$ cat src/rtl/stage_pkg.sv
// Types and record layout shared by the stage generator and the stage renderer.
package stage_pkg;

  localparam int POS_DIGIT = 16;
  localparam int STAT_W    = 4;
  localparam int BLK_BITS  = 3 * POS_DIGIT + STAT_W;

  localparam int STAT_LSB   = 0;
  localparam int HEIGHT_LSB = STAT_LSB + STAT_W;
  localparam int RIGHT_LSB  = HEIGHT_LSB + POS_DIGIT;
  localparam int LEFT_LSB   = RIGHT_LSB + POS_DIGIT;

  localparam logic [STAT_W-1:0] STAT_BOT = 4'h0;
  localparam logic [STAT_W-1:0] STAT_TOP = 4'h1;

  typedef struct packed {
    logic [POS_DIGIT-1:0] left;
    logic [POS_DIGIT-1:0] right;
    logic [POS_DIGIT-1:0] height;
    logic [STAT_W-1:0]    stat;
  } blk_rec_t;

  typedef enum logic [2:0] {
    ST_IDLE,
    ST_GEN_BOT,
    ST_GEN_TOP,
    ST_WAIT,
    ST_END
  } state_e;

endpackage

$ cat src/rtl/stage_gen_if.sv
// Control and read-port bundle between the stage generator and its consumer.
interface stage_gen_if #(
  parameter int ADDRW = 5
) ();

  logic                           i_start;
  logic [ADDRW-1:0]               i_rd_addr;
  logic [stage_pkg::BLK_BITS-1:0] o_rd_data;
  logic                           o_ready;
  logic                           o_end;

  modport slave  (input  i_start, i_rd_addr, output o_rd_data, o_ready, o_end);
  modport master (output i_start, i_rd_addr, input  o_rd_data, o_ready, o_end);

endinterface

$ cat src/rtl/stage_gen_lfsr16.sv
// 16-bit right-shifting Galois LFSR that steps only when advanced.
module lfsr16 #(
  parameter logic [15:0] SEED = 16'hACE1,
  parameter logic [15:0] MASK = 16'hB400
) (
  input  logic        clk,
  input  logic        rst,
  input  logic        adv_i,
  output logic [15:0] state_o
);

  logic [15:0] state_q, state_d;

  // NOTE: combinational blocks assign every output a default first so no latch is inferred.
  always_comb begin
    state_d = state_q;
    if (adv_i) state_d = {1'b0, state_q[15:1]} ^ (state_q[0] ? MASK : 16'h0000);
  end

  // NOTE: sequential state uses non-blocking assignments only.
  always_ff @(posedge clk or posedge rst) begin
    if (rst) state_q <= SEED;
    else     state_q <= state_d;
  end

  assign state_o = state_q;

endmodule

$ cat src/rtl/stage_gen.sv
// Procedural pipe-pair generator feeding a ring of block records read by the stage renderer.
module stage_gen
  import stage_pkg::*;
#(
  parameter int          ADDRW     = 5,
  parameter int          STG_DEPTH = 8,
  parameter int          V_RES     = 600,
  parameter int          FIRST_X   = 400,
  parameter int          PIPE_W    = 32,
  parameter int          GAP_MIN   = 96,
  parameter int          GAP_RW    = 6,
  parameter int          OPEN_H    = 160,
  parameter int          H_MIN     = 40,
  parameter logic [15:0] SEED      = 16'hACE1
) (
  input logic        i_clk_pix,
  input logic        i_rst,
  stage_gen_if.slave bus
);

  localparam int MEM_AW = $clog2(STG_DEPTH);
  localparam int OCC_W  = MEM_AW + 1;
  localparam int SW     = POS_DIGIT + 1;

  localparam logic [MEM_AW-1:0]    LAST_SLOT  = MEM_AW'(STG_DEPTH - 1);
  localparam logic [OCC_W-1:0]     OCC_FULL   = OCC_W'(STG_DEPTH);
  localparam logic [OCC_W-1:0]     OCC_REFILL = OCC_W'(STG_DEPTH - 2);
  localparam logic [POS_DIGIT-1:0] H_MAX      = POS_DIGIT'(V_RES - OPEN_H - H_MIN);
  localparam logic [POS_DIGIT-1:0] STACK_H    = POS_DIGIT'(V_RES - OPEN_H);
  localparam logic [POS_DIGIT-1:0] PREV_RST   = POS_DIGIT'(FIRST_X - GAP_MIN);

  state_e                 state_q, state_d;
  logic [MEM_AW-1:0]      wr_ptr_q, wr_ptr_d;
  logic [OCC_W-1:0]       occ_q, occ_d;
  logic [ADDRW-1:0]       rd_q;
  logic                   ready_q, ready_d;
  logic                   first_q;
  logic [POS_DIGIT-1:0]   prev_right_q;
  logic [15:0]            lfsr_q;
  logic [SW-1:0]          left_w, right_w;
  logic [POS_DIGIT-1:0]   top_h_raw, top_h, bot_h;
  logic                   overflow, wr_en, adv, consume;
  blk_rec_t               wr_rec;
  logic [BLK_BITS-1:0]    mem [STG_DEPTH];
  logic                   unused_lfsr;

  lfsr16 #(.SEED(SEED)) u_lfsr (
    .clk     (i_clk_pix),
    .rst     (i_rst),
    .adv_i   (adv),
    .state_o (lfsr_q)
  );

  assign unused_lfsr = ^lfsr_q[7:GAP_RW];

  // Column geometry is derived from lfsr_q and prev_right_q, which stay constant across a pair.
  always_comb begin
    left_w    = first_q ? SW'(POS_DIGIT'(FIRST_X))
                        : SW'(prev_right_q) + SW'(1 + GAP_MIN) + SW'(lfsr_q[GAP_RW-1:0]);
    right_w   = left_w + SW'(PIPE_W - 1);
    overflow  = left_w[POS_DIGIT] | right_w[POS_DIGIT];
    top_h_raw = POS_DIGIT'(H_MIN) + POS_DIGIT'(lfsr_q[15:8]);
    top_h     = (top_h_raw > H_MAX) ? H_MAX : top_h_raw;
    bot_h     = STACK_H - top_h;
  end

  always_comb begin
    wr_rec.left   = left_w[POS_DIGIT-1:0];
    wr_rec.right  = right_w[POS_DIGIT-1:0];
    wr_rec.height = (state_q == ST_GEN_TOP) ? top_h : bot_h;
    wr_rec.stat   = (state_q == ST_GEN_TOP) ? STAT_TOP : STAT_BOT;
  end

  assign wr_en   = ((state_q == ST_GEN_BOT) && !overflow) || (state_q == ST_GEN_TOP);
  assign adv     = (state_q == ST_GEN_TOP);
  assign consume = (bus.i_rd_addr != rd_q) && (occ_q != '0);

  always_comb begin
    occ_d = occ_q;
    unique case ({wr_en, consume})
      2'b10:   occ_d = occ_q + OCC_W'(1);
      2'b01:   occ_d = occ_q - OCC_W'(1);
      default: occ_d = occ_q;
    endcase
    wr_ptr_d = wr_ptr_q;
    if (wr_en) wr_ptr_d = (wr_ptr_q == LAST_SLOT) ? '0 : wr_ptr_q + MEM_AW'(1);
  end

  // Refill decisions look at the post-update occupancy so a consume is acted on immediately.
  always_comb begin
    state_d = state_q;
    ready_d = ready_q;
    unique case (state_q)
      ST_IDLE:    if (bus.i_start) state_d = ST_GEN_BOT;
      ST_GEN_BOT: state_d = overflow ? ST_END : ST_GEN_TOP;
      ST_GEN_TOP: begin
        state_d = (occ_d <= OCC_REFILL) ? ST_GEN_BOT : ST_WAIT;
        if (occ_d == OCC_FULL) ready_d = 1'b1;
      end
      ST_WAIT:    if (occ_d <= OCC_REFILL) state_d = ST_GEN_BOT;
      ST_END:     state_d = ST_END;
      default:    state_d = ST_IDLE;
    endcase
  end

  always_ff @(posedge i_clk_pix or posedge i_rst) begin
    if (i_rst) begin
      state_q      <= ST_IDLE;
      wr_ptr_q     <= '0;
      occ_q        <= '0;
      rd_q         <= '0;
      ready_q      <= 1'b0;
      first_q      <= 1'b1;
      prev_right_q <= PREV_RST;
    end else begin
      state_q  <= state_d;
      wr_ptr_q <= wr_ptr_d;
      occ_q    <= occ_d;
      rd_q     <= bus.i_rd_addr;
      ready_q  <= ready_d;
      if (adv) begin
        first_q      <= 1'b0;
        prev_right_q <= right_w[POS_DIGIT-1:0];
      end
    end
  end

  // NOTE: the record array has no reset; wr_en is derived from the reset state, so a reset aborts any write.
  always_ff @(posedge i_clk_pix) begin
    if (wr_en) mem[wr_ptr_q] <= wr_rec;
  end

  always_comb begin
    bus.o_rd_data = '0;
    if (int'(bus.i_rd_addr) < STG_DEPTH) bus.o_rd_data = mem[bus.i_rd_addr[MEM_AW-1:0]];
  end

  assign bus.o_ready = ready_q;
  assign bus.o_end   = (state_q == ST_END);

endmodule

$ cat src/flat_wrapper.sv
// flat-port wrapper written by rule: the top's interface ports become plain ports
module stage_gen_flat import stage_pkg::*;
#(
  parameter int          ADDRW     = 5,
  parameter int          STG_DEPTH = 8,
  parameter int          V_RES     = 600,
  parameter int          FIRST_X   = 400,
  parameter int          PIPE_W    = 32,
  parameter int          GAP_MIN   = 96,
  parameter int          GAP_RW    = 6,
  parameter int          OPEN_H    = 160,
  parameter int          H_MIN     = 40,
  parameter logic [15:0] SEED      = 16'hACE1
)
  (i_clk_pix, i_rst, bus_i_start, bus_i_rd_addr, bus_o_rd_data, bus_o_ready, bus_o_end);
  stage_gen_if #(.ADDRW(ADDRW)) bus_i ();
  input logic i_clk_pix;
  input logic i_rst;
  input wire logic [$bits(bus_i.i_start)-1:0] bus_i_start;
  input wire logic [$bits(bus_i.i_rd_addr)-1:0] bus_i_rd_addr;
  output wire logic [$bits(bus_i.o_rd_data)-1:0] bus_o_rd_data;
  output wire logic [$bits(bus_i.o_ready)-1:0] bus_o_ready;
  output wire logic [$bits(bus_i.o_end)-1:0] bus_o_end;
  assign bus_i.i_start = bus_i_start;
  assign bus_i.i_rd_addr = bus_i_rd_addr;
  assign bus_o_rd_data = bus_i.o_rd_data;
  assign bus_o_ready = bus_i.o_ready;
  assign bus_o_end = bus_i.o_end;
  stage_gen #(.ADDRW(ADDRW), .STG_DEPTH(STG_DEPTH), .V_RES(V_RES), .FIRST_X(FIRST_X), .PIPE_W(PIPE_W), .GAP_MIN(GAP_MIN), .GAP_RW(GAP_RW), .OPEN_H(OPEN_H), .H_MIN(H_MIN), .SEED(SEED)) u_core (.i_clk_pix(i_clk_pix), .i_rst(i_rst), .bus(bus_i));
endmodule
$ cat config.mk
export PLATFORM = sky130hd
export DESIGN_NAME = stage_gen_flat
export DESIGN_NICKNAME = d
export VERILOG_FILES = /design/src/rtl/stage_pkg.sv /design/src/rtl/stage_gen_if.sv /design/src/rtl/stage_gen_lfsr16.sv /design/src/rtl/stage_gen.sv /design/src/flat_wrapper.sv
export SDC_FILE = /design/constraint.sdc
export NUM_CORES = 1
export LEC_CHECK = 0
export BUFFER_PORTS_ARGS = -buffer_cell sky130_fd_sc_hd__clkbuf_2
export CORE_MARGIN = 2
export CORE_UTILIZATION = 59
export CTS_CLUSTER_SIZE = 40
export DETAILED_ROUTE_END_ITERATION = 10
export PLACE_DENSITY = 0.77
export SETUP_SLACK_MARGIN = 0.02
export SLEW_MARGIN = 5
export SYNTH_ARGS = -nofsm -noshare
export SYNTH_HDL_FRONTEND = slang
export SYNTH_SLANG_ARGS = --single-unit
$ cat constraint.sdc
create_clock -name i_clk_pix -period 9.5 [get_ports i_clk_pix]
set_input_delay 0.475 -clock i_clk_pix [delete_from_list [all_inputs] [get_ports i_clk_pix]]
set_output_delay 0.475 -clock i_clk_pix [all_outputs]
set_load 0.01 [all_outputs]
Word level (Yosys, flattened, before mapping). Memories as Yosys holds them, arrays and structs flattened. Index checks and enable logic that the tools add are counted.

Add/sub/neg operators: 8. Eq/ne operators: 11. Order comparisons: 3. Bitwise logic cells: 2. Muxes and demuxes: 15. Reduce and logical (&&, ||, !) cells: 8.

Operators by type and width (count): 2-to-1 mux 52 bit (1); 2-to-1 mux 16 bit (3); adder 16 x 7 -> 17 bit, second input constant (1); adder 17 x 5 -> 17 bit, second input constant (1); adder 17 x 6 -> 17 bit (1); 2-to-1 mux 17 bit (1); > comparator 16 x 9 -> 1 bit, second input constant (1); subtractor 9 x 16 -> 16 bit, first input constant (1); bitwise XOR 15 x 16 -> 16 bit (1); one-hot mux 3 bit (5 select lines) (1); 2-to-1 mux 3 bit (4); adder 6 x 8 -> 9 bit, first input constant (1); one-hot mux 4 bit (2 select lines) (1); equality test 3 x 2 -> 1 bit, second input constant (2); equality test 3 bit, second input constant (2); < comparator 5 x 4 -> 1 bit, second input constant (1); inequality test 5 bit (1); adder 4 x 1 -> 4 bit, second input constant (1); equality test 4 bit, second input constant (1); less-or-equal comparator 4 x 3 -> 1 bit, second input constant (1); AND reduction 2 bit (2); nonzero test 4 bit (1); subtractor 4 x 1 -> 4 bit, second input constant (1); adder 3 x 1 -> 3 bit, second input constant (1); other kinds (12) (15).

Register bits: 49. Input bits: 8. Memories: 1. RAM bits: 392.

Memories: u_core.mem (words 8, bits a word 49, read ports 1, clocked after Yosys merged registers in 0, wr ports 1, RTL line stage_gen.sv:44) `logic [BLK_BITS-1:0] mem [STG_DEPTH];`.

Longest topological paths before layout.
Depth in word-level cells: 13. Gate-level depth with buffers: 25. Gate-level depth less buffers: 24.

By module. From an unflattened synthesis, not the netlist that was laid out.

Cell total of the unflattened synthesis: 965. Area, all modules: 16734.8 um^2.

Modules (own cells, without submodules): stage_gen (instances 1, cells each 924, area each 16075.4 um^2); lfsr16 (instances 1, cells each 41, area each 659.4 um^2).

Worst setup path before layout. Ideal clock, no wire load.

Path kind: reg2reg. From: register u_core.u_lfsr.state_q[0], in the netlist u_core.u_lfsr.state_o[0]. To: memory u_core.mem[1][0] (netlist bit) (enable). Cell stages (with the launch flop): 15. Slack: 1466 ps. Period minus slack after synthesis: 8034 ps. Setup time: 577 ps. Data arrival time: 7457 ps. Path buffers: 0. Path through: dfstp_2 inv_1 ha_1 inv_1 ha_1 inv_1 fa_1 nand2b_1 a21bo_2 a21oi_1 o21bai_1 a311o_2 nand4b_2 nand2_1 nor4_1.

Word-level cells in the longest chain between the ends: 9.

Ends and longest elaborated chain: start: declaration (RTL line stage_gen_lfsr16.sv:12) `logic [15:0] state_q, state_d;`; start signal: assignment (RTL line stage_gen_lfsr16.sv:23) `else state_q <= state_d;`; adder 17 x 6 -> 17 bit (*) (RTL line stage_gen.sv:59) `: SW'(prev_right_q) + SW'(1 + GAP_MIN) + SW'(lfsr_q[GAP_RW-1:0]);`; 2-to-1 mux 17 bit (*) (RTL line stage_gen.sv:58) `left_w = first_q ? SW'(POS_DIGIT'(FIRST_X))`; adder 17 x 5 -> 17 bit (RTL line stage_gen.sv:60) `right_w = left_w + SW'(PIPE_W - 1);`; OR 1 bit (*) (RTL line stage_gen.sv:61) `overflow = left_w[POS_DIGIT] | right_w[POS_DIGIT];`; logical NOT 1 bit (*) (RTL line stage_gen.sv:74) `assign wr_en = ((state_q == ST_GEN_BOT) && !overflow) || (state_q == ST_GEN_TOP);`; logical AND 1 bit (*) (RTL line stage_gen.sv:74); logical OR 1 bit (*) (RTL line stage_gen.sv:74); 2-to-1 mux 1 bit (*) (RTL line stage_gen.sv:130) `if (wr_en) mem[wr_ptr_q] <= wr_rec;`; 2-to-1 mux 1 bit (not written as such) (*) (RTL line stage_gen.sv:130); end: declaration (RTL line stage_gen.sv:44).

Every way passes the cells marked *; elsewhere a longest branch is shown, timed or not.

Final worst setup path.
From: register u_core.u_lfsr.state_q[0], in the netlist u_core.u_lfsr.state_o[0]. To: register u_core.state_q[1].

Word-level cells in the longest chain between the ends: 12.

Ends and longest elaborated chain: adder 17 x 6 -> 17 bit (*) (RTL line stage_gen.sv:59); 2-to-1 mux 17 bit (*) (RTL line stage_gen.sv:58); net u_core.left_w[15] (RTL line stage_gen.sv:40) `logic [SW-1:0] left_w, right_w;`; adder 17 x 5 -> 17 bit (*) (RTL line stage_gen.sv:60); OR 1 bit (*) (RTL line stage_gen.sv:61); logical NOT 1 bit (*) (RTL line stage_gen.sv:74); logical AND 1 bit (*) (RTL line stage_gen.sv:74); logical OR 1 bit (*) (RTL line stage_gen.sv:74); equality test 2 x 1 -> 1 bit or equality test 2 bit (tied branches) (RTL line stage_gen.sv:80) `unique case ({wr_en, consume})`; one-hot mux 4 bit (2 select lines) (*) (RTL line stage_gen.sv:80); net u_core.occ_d[2] (RTL line stage_gen.sv:34) `logic [OCC_W-1:0] occ_q, occ_d;`; less-or-equal comparator 4 x 3 -> 1 bit (*) (RTL line stage_gen.sv:97, stage_gen.sv:100); 2-to-1 mux 2 bit or inequality test 2 x 1 -> 1 bit (tied branches); one-hot mux 3 bit (5 select lines) or AND reduction 2 bit (tied branches); end signal: assignment (RTL line stage_gen.sv:116) `state_q <= state_d;`; end: declaration (RTL line stage_gen.sv:32) `state_e state_q, state_d;`.

Mark *: on every way through the listed nets, which the timed path passes. The rest lies on a longest branch. A chain may end at the register's enable or synchronous reset.

==> qor.yml <==
status: "complete, no violations"
slew_viol_final: 0
finalSetupViolations: 0
ys_seq_elements: 441
wire_per_inst_um: 23.1
coreArea_sq_um: 30600
end_kind: "register"
area_growth_pct: 13.3
p_int_mw: 4.00
syn_area_per_cell_sq_um: 17.8
min_from: "bus_i_rd_addr[3]"
drt_iter0_drc: 884
pwr-share-clk_pct: 30.4
postCtsHoldBufs: 0
diodes: 0
synth_area_leaders: "edfxtp_1 (64%), mux4_2 (12%), dfrtp_1 (5.1%)"
clock-sinks: 441
synth_common_cells: "edfxtp_1 (392), mux4_2 (98), nor2_1 (82)"
synth_cells: 1031
ant_nets: 0
p_sw_mw: 1.53
final_area_sq_um: 20700
period_minus_slack_ps: 5320
period_share_pct: 56.0
async_flop_share_pct: 11.1
fmax_mhz: 188
wl_mm: 36.8
drt_pass1_iterations: 4
powerDensity_nw_per_um2: 267
dr_total_vias: 9607
syn-cell-area_sq_um: 18300
arrival_ps: 5730
post-cts-setup-buffers: 0
detailed_place_hpwl_mm: 20.0
synth-edff-count: 392
yosys_warnings: 0
post-synth-top-count-cell: "edfxtp_1"
critical_path_class: "register to register"
fin_nets: 1195
globalplace.congestion: 0.889
drc: 0
p_leak_nw: 7.44
ir_worst_vdd_v: 0.000177
dp_slack_ps: 4250
fp.dieArea_sq_um: 32500
worst_slew_pin_slew_ps: 1100
worstPathRequired_ps: 9920
cp-start-kind: "register"
hold_class: "primary input to register"
final_layout_size_suffix_gt1_share_pct: 24.4
start_util_pct: 59.8
report.final.hold_viol_count: 0
setup.worst_path.start: "u_core.u_lfsr.state_o[0]"
cp_max_fo: 11
cts_buffers: 43
synth_largest_area_cell: "edfxtp_1"
ctsResizeCount: 0
grt_pass1_wl_mm: 56.9
synth_flop_cell: "edfxtp_1"
rsz0062_at_grt: "false"
first_global_vias: 9779
pwr-share-comb_pct: 19.4
viasPerCell: 6.02
synth_cell_types: 63
antenna_found_initial: 0
rows: 64
die-height_um: 180
overflow: 0
cts.reportedPaths.clkPinSlew_ps: 60
die_x_um: 180
h-tree-depth: 2
cap_violations: 0
post-synth-top-area-fraction_pct: 64.3
io_pins: 62
timing.rr.start: "u_core.u_lfsr.state_o[0]"
grt_max_degree: 62
grt_use_total_pct: 23.0
post_dp_cell_area_sq_um: 19300
clockBufferDepth: 3
seqPwrFrac_pct: 50.2
cts-root-buf: "clkbuf_16"
cts_tree: "built"
yosysSeqAreaShare_pct: 71.1
fin_ws_ps: 4180
skew_ps: 14.1
tns_ps: 0
port_buffers: 58
insertion_delay_ps: 540
maxSlewHeadroom_pct: 26.8
p_sw_share_pct: 27.6
-- sequential cells by signal, summed over array words and instances, names as in the netlist --
register / cells
u_core.wr_ptr_q: 3
u_core.bus.o_ready: 1
u_core.occ_q: 4
u_core.mem: 392
u_core.u_lfsr.state_o: 16
u_core.first_q: 1
u_core.state_q: 3
u_core.prev_right_q: 16
u_core.rd_q: 5
-- through the flow --
step	hold WS [ps]	instances	power (mW)	utilization, %
finish	103	1596	5.53	67.8
global route	75.8	1596	5.76	67.8
CTS	78.8	1596	5.57	67.8
detailed placement	450	1516	3.88	63.2
global placement	449	1516	3.83	63.2
floorplan	435	1089	3.54	-
-- worst paths after layout --
path                                       endpoint  slack, ps  cells past startpoint
min                                  u_core.rd_q[3]        100                      1
min in group asynchronous           u_core.occ_q[0]        210                      2
max reg2reg                       u_core.state_q[1]       4180                     24
min reg2reg                u_core.u_lfsr.state_o[6]        460                      2
max in group asynchronous    u_core.prev_right_q[9]       8630                      2
max                               u_core.state_q[1]       4180                     24
-- final cells by class --
| type | count | area [sq um] |
|---|---|---|
| timing repair buffer | 79 | 459 |
| sequential | 441 | 13000 |
| inverter | 26 | 97.6 |
| fill | 1987 | 9840 |
| clock buffer | 67 | 1310 |
| clock inverter | 13 | 110 |
| tap | 396 | 495 |
| multi-input combinational | 574 | 5260 |
-- power groups by stage --
stage,Clock [mW],Sequential [mW],Combinational [mW]
after floorplan,0,2.81,0.730
after global placement,0,2.78,1.05
after detailed placement,0,2.81,1.08
after CTS,1.71,2.78,1.08
after global routing,1.79,2.81,1.17
final,1.68,2.78,1.07
-- routing by layer --
metal	GRT usage, %	share of wire (%)
met5	0	0
met4	6.19	2.1
met3	3.52	6.4
met2	37.2	49
met1	33.5	42
-- critical path: stages, from the launching register on --
cell and delay, ps:
dfstp_2 570, inv_1 70, ha_1 200, inv_1 60, ha_1 190, inv_1 70
fa_1 400, nand2b_1 190, a21bo_2 240, a211oi_1 260, mux2i_1 750, nand2_1 90
nand4b_2 270, nand3_4 200, ha_1 300, xor2_1 110, ha_1 190, a21oi_1 140
xor2_1 150, nor2_1 60, xnor2_1 180, inv_1 80, and3_1 140, o21ai_0 170
a21oi_1 100
-- placed cells by master (no fill, tap or decap), types with 20 or more instances in the layout --
cell type	synthesis	final
inv_1	25	24
o21ai_0	20	20
ha_1	21	21
xnor2_1	28	28
clkbuf_2	0	55
mux4_2	98	98
buf_4	3	23
mux2i_1	51	51
dfrtp_1	37	37
nand2_1	72	72
edfxtp_1	392	392
clkbuf_16	0	45
nor2_1	82	82
conb_1	1	59
-- kinds of logic (layout without fill, tap and decap cells) --
group                      Yosys count  in the layout  share of synthesized area, %
adders and majority gates           22             22                          1.54
DFF                                441            441                          71.1
xor gates and xnor gates            43             43                          2.06
AOI/OAI and AO/OA                   66             66                          2.43
muxes                              160            160                          15.6
other                                1             59                        0.0205
buffers and inverters               74            185                          1.59
and+or+nand+nor                    224            224                          5.71
Note: power is estimated with default switching activity, not from simulation.
